$ cat config.mk
export PLATFORM = sky130hd
export DESIGN_NAME = particle_plotter
export DESIGN_NICKNAME = d
export VERILOG_FILES = /design/src/rtl/particle_plotter.sv
export SDC_FILE = /design/constraint.sdc
export NUM_CORES = 1
export LEC_CHECK = 0
export BUFFER_PORTS_ARGS = -buffer_cell sky130_fd_sc_hd__buf_2
export CAP_MARGIN = 20
export CORE_MARGIN = 3
export CORE_UTILIZATION = 45
export CTS_BUF_LIST = sky130_fd_sc_hd__clkbuf_4 sky130_fd_sc_hd__clkbuf_8 sky130_fd_sc_hd__clkbuf_16
export DETAILED_ROUTE_END_ITERATION = 7
export GPL_TIMING_DRIVEN = 0
export PLACE_DENSITY = 0.76
export SYNTH_ARGS = -nofsm -noshare
export SYNTH_HDL_FRONTEND = slang
export SYNTH_SLANG_ARGS = --single-unit
$ cat constraint.sdc
create_clock -name clk -period 2.55 [get_ports clk]
set_clock_uncertainty 0.15 [all_clocks]
set_input_delay 0.3825 -clock clk [delete_from_list [all_inputs] [get_ports clk]]
set_output_delay 0.3825 -clock clk [all_outputs]
set_load 0.01 [all_outputs]
$ cat src/rtl/particle_plotter.sv
// Snapshots four particle positions on a physics strobe and scans them onto a
// row-multiplexed GRID x GRID LED matrix, promoting new images only between frames.

module particle_cell #(
  parameter int WIDTH = 256,
  parameter int GRID  = 16
) (
  input  logic [15:0]               x,
  input  logic [15:0]               y,
  output logic [$clog2(GRID)-1:0]   col,
  output logic [$clog2(GRID)-1:0]   row
);
  localparam int WW = $clog2(WIDTH);
  localparam int CW = $clog2(GRID);

  logic [CW-1:0] cell_y;
  logic          unused_lo;
  assign unused_lo = ^{x, y};

  // Clamp to [0, WIDTH-1] and keep the top CW bits of the world coordinate.
  always_comb begin
    col    = '0;
    cell_y = '0;
    if (x[15])             col = '0;
    else if (|x[14:WW])    col = '1;
    else                   col = x[WW-1 -: CW];
    if (y[15])             cell_y = '0;
    else if (|y[14:WW])    cell_y = '1;
    else                   cell_y = y[WW-1 -: CW];
  end

  // +y is up: GRID-1-cell_y, which is the bitwise inverse for a power-of-2 grid.
  assign row = ~cell_y;
endmodule

module particle_plotter #(
  parameter int WIDTH        = 256,
  parameter int GRID         = 16,
  parameter int ROW_CYCLES   = 64,
  parameter int BLANK_CYCLES = 2
) (
  input  logic                    clk,
  input  logic                    reset,
  input  logic [15:0]             x0,
  input  logic [15:0]             y0,
  input  logic [15:0]             x1,
  input  logic [15:0]             y1,
  input  logic [15:0]             x2,
  input  logic [15:0]             y2,
  input  logic [15:0]             x3,
  input  logic [15:0]             y3,
  input  logic                    frame_tick,
  output logic [$clog2(GRID)-1:0] row_sel,
  output logic                    row_en,
  output logic [GRID-1:0]         col_data,
  output logic                    frame_done
);
  localparam int NP      = 4;
  localparam int CW      = $clog2(GRID);
  localparam int CNT_MAX = (ROW_CYCLES > BLANK_CYCLES) ? ROW_CYCLES : BLANK_CYCLES;
  localparam int CNT_W   = (CNT_MAX > 1) ? $clog2(CNT_MAX) : 1;

  typedef enum logic [1:0] {SWAP, LOAD, DISPLAY, BLANK} state_t;

  state_t                  state;
  logic [CNT_W-1:0]        cnt;
  logic                    pending;
  logic [NP-1:0][15:0]     xs, ys;
  logic [NP-1:0][CW-1:0]   cap_col, cap_row;
  logic [NP-1:0][CW-1:0]   sh_col, sh_row, act_col, act_row;
  logic [NP-1:0]           sh_vld, act_vld;
  logic [GRID-1:0]         mask;

  assign xs = {x3, x2, x1, x0};
  assign ys = {y3, y2, y1, y0};

  particle_cell #(.WIDTH(WIDTH), .GRID(GRID)) u_cell [NP-1:0] (
    .x   (xs),
    .y   (ys),
    .col (cap_col),
    .row (cap_row)
  );

  // Coincident particles collapse to a single lit bit.
  always_comb begin
    mask = '0;
    for (int i = 0; i < NP; i++)
      if (act_vld[i] && act_row[i] == row_sel) mask[act_col[i]] = 1'b1;
  end

  always_ff @(posedge clk) begin
    if (reset) begin
      state      <= SWAP;
      cnt        <= '0;
      row_sel    <= '0;
      row_en     <= 1'b0;
      col_data   <= '0;
      frame_done <= 1'b0;
      pending    <= 1'b0;
      sh_vld     <= '0;
      act_vld    <= '0;
    end else begin
      frame_done <= 1'b0;
      case (state)
        SWAP: begin
          if (pending) begin
            act_col <= sh_col;
            act_row <= sh_row;
            act_vld <= sh_vld;
            pending <= 1'b0;
          end
          cnt   <= '0;
          state <= LOAD;
        end
        LOAD: begin
          col_data <= mask;
          row_en   <= 1'b1;
          cnt      <= '0;
          state    <= DISPLAY;
        end
        DISPLAY: begin
          if (cnt == CNT_W'(ROW_CYCLES - 1)) begin
            row_en   <= 1'b0;
            col_data <= '0;
            cnt      <= '0;
            state    <= BLANK;
          end else begin
            cnt <= cnt + 1'b1;
          end
        end
        BLANK: begin
          if (cnt == CNT_W'(BLANK_CYCLES - 1)) begin
            cnt <= '0;
            if (row_sel == CW'(GRID - 1)) begin
              row_sel    <= '0;
              frame_done <= 1'b1;
              state      <= SWAP;
            end else begin
              row_sel <= row_sel + 1'b1;
              state   <= LOAD;
            end
          end else begin
            cnt <= cnt + 1'b1;
          end
        end
        default: state <= SWAP;
      endcase
      // A capture coinciding with SWAP lands after the copy, so it stays pending.
      if (frame_tick) begin
        sh_col  <= cap_col;
        sh_row  <= cap_row;
        sh_vld  <= '1;
        pending <= 1'b1;
      end
    end
  end
endmodule

==> impl_metrics.tcl, run 1 <==
set metrics [dict create \
    leakagePower_nw 2.06 \
    async_reset_ff_share_pct 0 \
    synth_area_per_cell_um2 11.5 \
    r2r_start "row_sel[0]$_SDFFE_PP0P_" \
    fillCellCount 818 \
    antenna_left 0 \
    nNetsFinal 646 \
    die_height_um 104 \
    slowest_delay_ns 0.52 \
    worst_slack_ns 0.156 \
    post_cts_buffers 0 \
    max_slew.worst_pin.slew_ns 0.663 \
    cp.arrival_ns 2.56 \
    io_pins 153 \
    layout_common_cells "buf_2 (121), edfxtp_1 (64), dfxtp_1 (33)" \
    ys.flop_type "edfxtp_1" \
    drv_cap 0 \
    syn_inst 376 \
    cp-start-kind "register" \
    grt_pass1_vias 3192 \
    ys_ff_latch 97 \
    dr.pass1.iters 4 \
    pre_cts_ws_ns 0.139 \
    syn-num-nets 514 \
    antenna_found_initial 0 \
    syn_area_um2 4340 \
    overflow 0 \
    gp_congestion 0.869 \
    dpl.hpwl_um 7190 \
    path_buf_inv 1 \
    die_w_um 104 \
    vias 3340 \
    clkSlewWorstSetupHoldPaths_ns 0.10 \
    vias_per_cell 5.20 \
    clock.fmax_mhz 418 \
    start_util_pct 46.7 \
    r2r_slack_ns 0.16 \
    cp-end-kind "register" \
    core_um2 9280 \
    cts-buffers-inserted 9 \
    portBuffers 119 \
    critPathCapture "col_data[14]$_SDFFE_PP0P_" \
    finish.utilization_pct 57.4 \
    outcome "complete, no violations" \
    antenna_cells 0 \
    finalCritPeriodShare_pct 93.9 \
    tritoncts "done" \
    dp.cells 626 \
    ff_latch_area_um2 2580 \
    maxSlewViolCount 0 \
    worstRegToRegCells 7 \
    area_growth_pct 22.8 \
    critPathLaunch "row_sel[0]$_SDFFE_PP0P_" \
    yosysTopAreaCellShare_pct 44.3 \
    rsz0062_at_grt "no" \
    cts_root_buffer "clkbuf_8" \
    cts_buffer_depth 2 \
    synth_area_leaders "edfxtp_1 (44%), dfxtp_1 (15%), a21oi_1 (2.9%), o21bai_1 (2.8%), nand2_1 (2.4%)" \
    power_mw 3.28 \
    final-hold-violation-count 0 \
    synth_edf_count 64 \
    cp.depth 7 \
    dieArea_um2 10900 \
    synth_top_area_cell "edfxtp_1" \
    final_cells 642 \
    track_usage_pct 16.7 \
    clock_sinks 97 \
    htreeDepth 3 \
    ys_types 54 \
    fin_crit_ns 2.39 \
    cp_max_fo 7 \
    crit_type "reg2reg" \
    wirelength_um 9130 \
    min_path_type "in2reg" \
    clock_latency_ns 0.37 \
    drcViolationCount 0 \
    crit_chain "buf_2 -> nor2b_1 -> a2111o_1 -> nor4b_2 -> a32oi_1 -> o221ai_1 -> a22o_1" \
    setup_viol 0 \
    power_density_nw_per_um2 616 \
    ys_seq_area_share_pct 59.5 \
    grt_pass1_wl_um 14500 \
    cp_slowest_cell "a2111o_1" \
    drt_iter0_markers 146 \
    cp_top_family "compound AO/OA/AOI/OAI gates" \
    timing.rr.end "col_data[14]$_SDFFE_PP0P_" \
    grt_max_degree 23 \
    rows 35 \
    required_ns 2.71 \
    max_slew_margin_pct 55.6 \
    multi_input_area_um2 1630 \
    ir_drop_v 0.000332 \
    drive_above_1_share_pct 30.6 \
    wire_per_inst_um 14.2 \
    final_common_cell "buf_2" \
    ys_warn_count 0 \
]
cell type report:
cell class,count,share of cell area (%)
buffer,8,0.751
clock buffer,9,2.32
clock inverter,7,1.15
inverter,28,1.97
multi-input combinational,243,30.6
sequential,97,48.5
tap,129,3.03
timing repair buffer,121,11.7
metrics by stage:
step	instance area (µm²)	hold slack, ns	setup TNS [ns]
after global placement	5100	0.251	-2.52
after CTS	5320	0.0907	0
after global routing	5330	0.117	0
after floorplan	4340	0.250	0
final	5330	0.104	0
after detailed placement	5130	0.255	0
layer usage:
layer	share of wire [%]	track usage (%)
met1	43	20.7
met2	47	28.7
met3	7.3	3.04
met4	1.9	7.03
met5	0	0
worst min path at each step:
stage	start	slack, ns	endpoint	depth (start not counted)
finish	frame_tick	0.10	sh_vld[0]$_SDFFE_PP0P_	3
global route	frame_tick	0.12	sh_vld[0]$_SDFFE_PP0P_	3
CTS	frame_tick	0.09	pending$_SDFFE_PP0P_	3
floorplan	sh_col[0]$_SDFFCE_PP0P_	0.25	act_col[0]$_DFFE_PP_	0
global placement	sh_col[6]$_SDFFCE_PP0P_	0.25	act_col[6]$_DFFE_PP_	0
detailed placement	sh_col[15]$_SDFFCE_PP0P_	0.25	act_col[15]$_DFFE_PP_	0
Yosys cell counts, types with 7 or more instances:
master and n:
a21oi_1 25, a22o_1 8, dfxtp_1 33, edfxtp_1 64, ha_1 7, inv_1 26
nand2_1 28, nand3_1 8, nor2_1 22, nor2b_1 9, nor3_1 9, nor4_1 11
o21ai_1 8, o21bai_1 16, xnor2_1 7, xor2_1 8
power by group:
part           total [mW]  switching [mW]  internal [mW]
clock network       0.959           0.583          0.376
logic               0.460           0.270          0.190
registers            1.86          0.0675           1.80
repair_timing:
action | 4_1_cts | 5_1_grt
endpoints found under the setup margin | 0 | 2
gates resized for setup | 0 | 2
hold endpoints to repair | 0 | 0
hold buffers | 0 | 0
worst min-delay path, stage by stage:
cell and delay (ns):
buf_2 0.10, nor2_1 0.04, nor2_1 0.07
state kept, by name, indices dropped and copies added, names as in the netlist, 2 cells and up:
| register | flops |
|---|---|
| act_col | 16 |
| act_row | 16 |
| col_data | 16 |
| sh_col | 16 |
| sh_row | 16 |
| cnt | 6 |
| row_sel | 4 |
| state | 2 |
kinds of logic (layout without fill, tap and decap cells):
group	Yosys count	after routing	synth area share, %
and+or+nand+nor	118	118	14.9
DFF	97	97	59.5
muxes	2	2	0.461
adders and majority gates	7	7	2.02
AOI/OAI and AO/OA	101	101	16.7
xor gates and xnor gates	15	15	3.03
buffers and inverters	36	173	3.34
Power figures use the tool's default switching activity.
==> inputs of run 2 (changes only) <==
--- a/config.mk
+++ b/config.mk
@@ -7,6 +7,7 @@
 export LEC_CHECK = 0
 export BUFFER_PORTS_ARGS = -buffer_cell sky130_fd_sc_hd__buf_2
 export CAP_MARGIN = 20
+export CORE_ASPECT_RATIO = 0.6
 export CORE_MARGIN = 3
 export CORE_UTILIZATION = 45
 export CTS_BUF_LIST = sky130_fd_sc_hd__clkbuf_4 sky130_fd_sc_hd__clkbuf_8 sky130_fd_sc_hd__clkbuf_16
==> constraint.sdc (replaced) <==
create_clock -name clk -period 2.55 [get_ports clk]
set_clock_uncertainty 0.15 [all_clocks]
set_input_delay 0.1275 -clock clk [delete_from_list [all_inputs] [get_ports clk]]
set_output_delay 0.1275 -clock clk [all_outputs]
set_load 0.01 [all_outputs]
==> run 2 against run 1 <==
  * Global-route usage rose by 3.3 points
  * Combinational power rose by 14%
  * Wire length rose by 17%
  * Largest power group unchanged
  * Critical path type unchanged
  * Utilization rose by 6.0 points
==> impl_metrics.tcl, run 2 (synthesis results as in run 1) <==
set metrics [dict create \
    outcome "complete, no violations" \
    antenna_left 0 \
    grt_pass1_wl_um 16800 \
    dr.pass1.iters 5 \
    leakagePower_nw 2.30 \
    clock_sinks 97 \
    worst_slack_ns 0.119 \
    slowest_delay_ns 0.56 \
    cp_top_family "compound AO/OA/AOI/OAI gates" \
    gp_congestion 0.884 \
    cp.arrival_ns 2.57 \
    cts-buffers-inserted 9 \
    fin_crit_ns 2.43 \
    drv_cap 0 \
    final-hold-violation-count 0 \
    wirelength_um 10700 \
    vias_per_cell 5.26 \
    overflow 0 \
    layout_common_cells "buf_2 (121), edfxtp_1 (64), dlygate4sd3_1 (48)" \
    antenna_found_initial 0 \
    tritoncts "done" \
    io_pins 153 \
    power_density_nw_per_um2 626 \
    cts_buffer_depth 2 \
    rows 27 \
    grt_pass1_vias 3453 \
    clock.fmax_mhz 411 \
    finish.utilization_pct 63.4 \
    clock_latency_ns 0.34 \
    fillCellCount 707 \
    start_util_pct 46.7 \
    finalCritPeriodShare_pct 95.3 \
    vias 3621 \
    drt_iter0_markers 204 \
    drive_above_1_share_pct 27.7 \
    setup_viol 0 \
    pre_cts_ws_ns -0.00450 \
    core_um2 9290 \
    max_slew.worst_pin.slew_ns 0.891 \
    area_growth_pct 35.7 \
    cp_max_fo 7 \
    setup_tns_ns 0 \
    crit_chain "buf_2 -> nor2b_1 -> a2111o_1 -> nor4b_2 -> a22oi_1 -> o221ai_1 -> a22o_1" \
    cp_slowest_cell "nor4b_2" \
    grt_max_degree 33 \
    die_height_um 82.1 \
    cp-start-kind "register" \
    ir_drop_v 0.000394 \
    rsz0062_at_grt "no" \
    cts_root_buffer "clkbuf_16" \
    maxSlewViolCount 0 \
    htreeDepth 3 \
    crit_type "reg2reg" \
    antenna_cells 0 \
    cp-end-kind "register" \
    drcViolationCount 0 \
    min_path_type "in2reg" \
    final_common_cell "buf_2" \
    track_usage_pct 20.0 \
    die_w_um 133 \
    path_buf_inv 1 \
    nNetsFinal 692 \
    dpl.hpwl_um 7750 \
    clkSlewWorstSetupHoldPaths_ns 0.07 \
    required_ns 2.69 \
    wire_per_inst_um 15.5 \
    max_slew_margin_pct 40.5 \
    portBuffers 119 \
    dieArea_um2 10900 \
]
-- run 2: cell types whose count changed in the layout (fill, tap and decap cells not counted), sizes merged --
| cell | change |
|---|---|
| buf | -2 |
| clkinv | -1 |
| dlygate4sd3 | +48 |
| inv | +1 |
-- run 2: cell type report --
type | instances | area [µm²] | share of cell area (%)
clock buffers | 9 | 225 | 3.82
multi-input cells | 243 | 1640 | 27.8
well taps | 130 | 163 | 2.76
clock inverters | 7 | 58.8 | 0.999
plain buffers | 8 | 40.0 | 0.680
repair buffers | 167 | 1080 | 18.3
flip-flops and latches | 97 | 2580 | 43.8
inverters | 28 | 105 | 1.78
-- run 2: path summary, 6_finish.rpt --
check / startpoint / endpoint / slack [ns] / cells after the start
worst min-delay path: x3[8] / sh_col[15]$_SDFFCE_PP0P_ / 0.03 / 3
worst max-delay path: row_sel[0]$_SDFFE_PP0P_ / col_data[6]$_SDFFE_PP0P_ / 0.12 / 7
worst min register to register: sh_row[6]$_DFFE_PP_ / act_row[6]$_DFFE_PP_ / 0.27 / 0
worst max register to register: row_sel[0]$_SDFFE_PP0P_ / col_data[6]$_SDFFE_PP0P_ / 0.12 / 7
-- run 2: power by group --
part | switching, mW | internal [mW] | leakage, nW
registers | 0.0689 | 1.80 | 0.859
logic | 0.292 | 0.232 | 1.30
clock network | 0.614 | 0.680 | 0.139
total | 0.975 | 2.71 | 2.30
-- run 2: routing by layer --
layer	vias to the layer above	GRT usage (%)	wire [µm]
met4	0	6.12	143
li1	1779	-	-
met1	1646	26.8	5000
met2	179	31.8	4520
met3	17	5.94	999
met5	-	0	0
-- run 2: worst min-delay path, stage by stage --
cell	delay, ns
buf_2	0.08
nor4_1	0.07
a21oi_1	0.14
-- run 2: what timing repair did --
action                                  in CTS  in global routing
endpoints found under the hold margin       34                  0
resized for setup                            1                  1
cloned                                       0                  0
hold buffers                                48                  0
endpoints found under the setup margin       1                  1
buffers inserted                             0                  0
-- run 2: metrics by stage --
| step | hold slack, ns | instances | area (µm²) | power [mW] |
|---|---|---|---|---|
| after global placement | 0.239 | 625 | 5100 | 2.34 |
| after detailed placement | 0.247 | 625 | 5110 | 2.37 |
| after global routing | 0.0513 | 689 | 5890 | 3.84 |
| after CTS | 0.0256 | 689 | 5880 | 3.70 |
| after floorplan | 0.0933 | 376 | 4340 | 2.18 |
| final | 0.0344 | 689 | 5890 | 3.69 |
==> inputs of run 3 (changes only) <==
--- a/config.mk
+++ b/config.mk
@@ -5,15 +5,16 @@
 export SDC_FILE = /design/constraint.sdc
 export NUM_CORES = 1
 export LEC_CHECK = 0
+export ABC_AREA = 1
 export BUFFER_PORTS_ARGS = -buffer_cell sky130_fd_sc_hd__buf_2
 export CAP_MARGIN = 20
 export CORE_ASPECT_RATIO = 0.6
 export CORE_MARGIN = 3
-export CORE_UTILIZATION = 45
+export CORE_UTILIZATION = 47
 export CTS_BUF_LIST = sky130_fd_sc_hd__clkbuf_4 sky130_fd_sc_hd__clkbuf_8 sky130_fd_sc_hd__clkbuf_16
 export DETAILED_ROUTE_END_ITERATION = 7
 export GPL_TIMING_DRIVEN = 0
-export PLACE_DENSITY = 0.76
+export PLACE_DENSITY = 0.77
 export SYNTH_ARGS = -nofsm -noshare
 export SYNTH_HDL_FRONTEND = slang
 export SYNTH_SLANG_ARGS = --single-unit
==> run 3 against run 2 <==
  * Setup slack gained 0.36 ns
  * Final area increased by 9.3%
  * Register-to-register slack improved by 0.36 ns
  * Non-clock buffer count fell by 3
  * Count of clock-buffer cells in the layout up 1
  * Clock power up 3%
  * Worst hold slack worse by 0.017 ns
  * Via count up 27%
  * Wire length rose by 20%
  * Area after synthesis rose by 14%
==> impl_metrics.tcl, run 3 <==
set metrics [dict create \
    ys.flop_type "edfxtp_1" \
    async_reset_ff_share_pct 0 \
    wire_per_inst_um 14.6 \
    rows 28 \
    clock_latency_ns 0.35 \
    design_area_um2 6430 \
    cp_slowest_cell "nor2_4" \
    ys_warn_count 0 \
    hold_buffers 39 \
    overflow 0 \
    ir_drop_v 0.000380 \
    dpl.hpwl_um 9480 \
    synth.area.mux_share_pct 0 \
    crit_type "reg2reg" \
    cp-end-kind "register" \
    tritoncts "done" \
    synth_area_per_cell_um2 8.69 \
    cp-start-kind "register" \
    start_util_pct 49.4 \
    finalCritPeriodShare_pct 81.4 \
    cp_top_family "simple AND/OR/NAND/NOR gates" \
    cp_max_fo 32 \
    layout_common_cells "buf_2 (121), nand2_1 (108), inv_1 (84)" \
    grt_util_met3_pct 5.13 \
    syn_inst 571 \
    vias 4589 \
    ys_seq_area_share_pct 52.0 \
    slowest_delay_ns 0.74 \
    core_um2 10100 \
    outcome "complete, no violations" \
    rsz0062_at_grt "no" \
    cts-buffers-inserted 9 \
    leakagePower_nw 2.84 \
    vias_per_cell 5.21 \
    synth_top_family_by_area "simple AND/OR/NAND/NOR gates" \
    syn-num-nets 709 \
    syn_area_um2 4960 \
    multi_input_area_um2 1930 \
    grt_pass1_wl_um 20900 \
    max_slew_margin_pct 36.7 \
    max_slew.worst_pin.slew_ns 0.947 \
    ys_types 31 \
    met2_usage_pct 36.3 \
    path_buf_inv 1 \
    crit_chain "inv_1 -> ha_1 -> nand2_1 -> nor2_4" \
    htreeDepth 3 \
    io_pins 153 \
    dr.pass1.iters 5 \
    synth_area_leaders "edfxtp_1 (39%), dfxtp_1 (13%), nand2_1 (8.2%), inv_1 (6.4%), nor2_1 (4.5%)" \
    synthAdderAreaFrac_pct 1.76 \
    grt_max_degree 33 \
    drcViolationCount 0 \
    cts_root_buffer "clkbuf_16" \
    portBuffers 119 \
    gp_congestion 0.879 \
    synth_xor_area_share_pct 0.529 \
    drt_iter0_markers 434 \
    cp.arrival_ns 1.89 \
    synth_top_area_cell "edfxtp_1" \
    dpl_cell_area_um2 5740 \
    drive_above_1_share_pct 24.7 \
    fillCellCount 870 \
    clkSlewWorstSetupHoldPaths_ns 0.07 \
    antenna_found_initial 0 \
    cts_buffer_depth 2 \
    setup_tns_ns 0 \
    antenna_left 0 \
    die_height_um 85.6 \
    antenna_cells 0 \
    top_usage_layer "met2" \
    final-hold-violation-count 0 \
    dieArea_um2 11900 \
    final_common_cell "buf_2" \
    ys_ff_latch 97 \
    area_growth_pct 29.6 \
    grt_pass1_vias 4324 \
    fin_crit_ns 2.08 \
    grtUsageMet1_pct 30.2 \
    min_path_type "in2reg" \
    nNetsFinal 878 \
    yosys-top-cells-count "nand2_1 (108), inv_1 (84), edfxtp_1 (64), nor2_1 (59), a21oi_1 (39)" \
    drv_cap 0 \
    synth_edf_count 64 \
    post-synth-top-count-cell "nand2_1" \
    clock_sinks 97 \
    synthSimpleGateAreaFrac_pct 27.1 \
    ff_latch_area_um2 2580 \
    maxSlewViolCount 0 \
    setup_viol 0 \
    track_usage_pct 22.1 \
    post_cts_buffers 0 \
    wirelength_um 12800 \
    yosysTopAreaCellShare_pct 38.7 \
    clock.fmax_mhz 482 \
    synth-compound-area-share_pct 9.17 \
    power_density_nw_per_um2 610 \
    required_ns 2.36 \
    cts_resized 0 \
    die_w_um 139 \
]
## run 3: cell count changes in the layout (fill, tap and decap cells not counted), moves of 14 or more
| cell | previous run | this run |
|---|---|---|
| o21bai_1 | 16 | 0 |
| nand3_2 | 0 | 15 |
| nand2_1 | 28 | 108 |
| a21oi_1 | 25 | 39 |
| nand3_1 | 8 | 35 |
| inv_1 | 26 | 84 |
| nor2_1 | 21 | 57 |
| o21ai_0 | 1 | 23 |
| nand4_1 | 2 | 34 |
## run 3: worst min-delay path, cell delays in order
cell and delay, ns:
buf_2 0.10, inv_1 0.05, a21oi_1 0.07
## run 3: path summary, 6_finish.rpt
path	start	end	slack, ns	cells after the start
hold reg to reg	sh_col[2]$_SDFFCE_PP0P_	act_col[2]$_DFFE_PP_	0.27	0
hold / removal	x0[7]	sh_col[3]$_SDFFCE_PP0P_	0.02	3
setup / recovery	state[1]$_SDFFE_PP0P_	act_col[1]$_DFFE_PP_	0.47	4
setup reg to reg	state[1]$_SDFFE_PP0P_	act_col[1]$_DFFE_PP_	0.47	4
## run 3: cell type report
| type | instances | area share [%] |
|---|---|---|
| timing repair buffer | 158 | 15.3 |
| buffer | 14 | 2.16 |
| tap | 135 | 2.62 |
| sequential | 97 | 40.1 |
| clock inverter | 6 | 0.953 |
| clock buffer | 10 | 3.71 |
| inverter | 88 | 5.13 |
| multi-input combinational | 372 | 30.0 |
## run 3: power by group
| part | leakage [nW] | switching, mW | internal [mW] |
|---|---|---|---|
| clock network | 0.144 | 0.618 | 0.710 |
| registers | 0.859 | 0.0613 | 1.80 |
| logic | 1.84 | 0.465 | 0.271 |
| total | 2.84 | 1.14 | 2.78 |
## run 3: stage by stage
stage / hold slack [ns] / worst slack [ns] / power, mW / std cells / util, %
5_1_grt: 0.0152 / 0.322 / 4.11 / 880 / 64.0
6_report: 0.0169 / 0.475 / 3.93 / 880 / 64.0
3_3_place_gp: 0.183 / -0.416 / 2.53 / 825 / 57.0
4_1_cts: 0.00235 / 0.479 / 3.95 / 880 / 64.0
2_1_floorplan: 0.0933 / 0.240 / 2.33 / 571 / -
3_5_place_dp: 0.186 / 0.502 / 2.57 / 825 / 57.1
## run 3: cells by family (layout without fill, tap and decap cells)
group | Yosys count | in the layout
XOR/XNOR | 3 | 3
adder cells (fa/ha/maj) | 7 | 7
flip-flops | 97 | 97
buffers and inverters | 102 | 276
AND/OR/NAND/NOR | 278 | 278
AO/OA/AOI/OAI | 84 | 84
## run 3: per-layer routing
layer  vias up  share of wire (%)
li1       2275                  -
met3        15                7.5
met4         0                1.2
met2       191                 44
met5         -                  0
met1      2108                 47
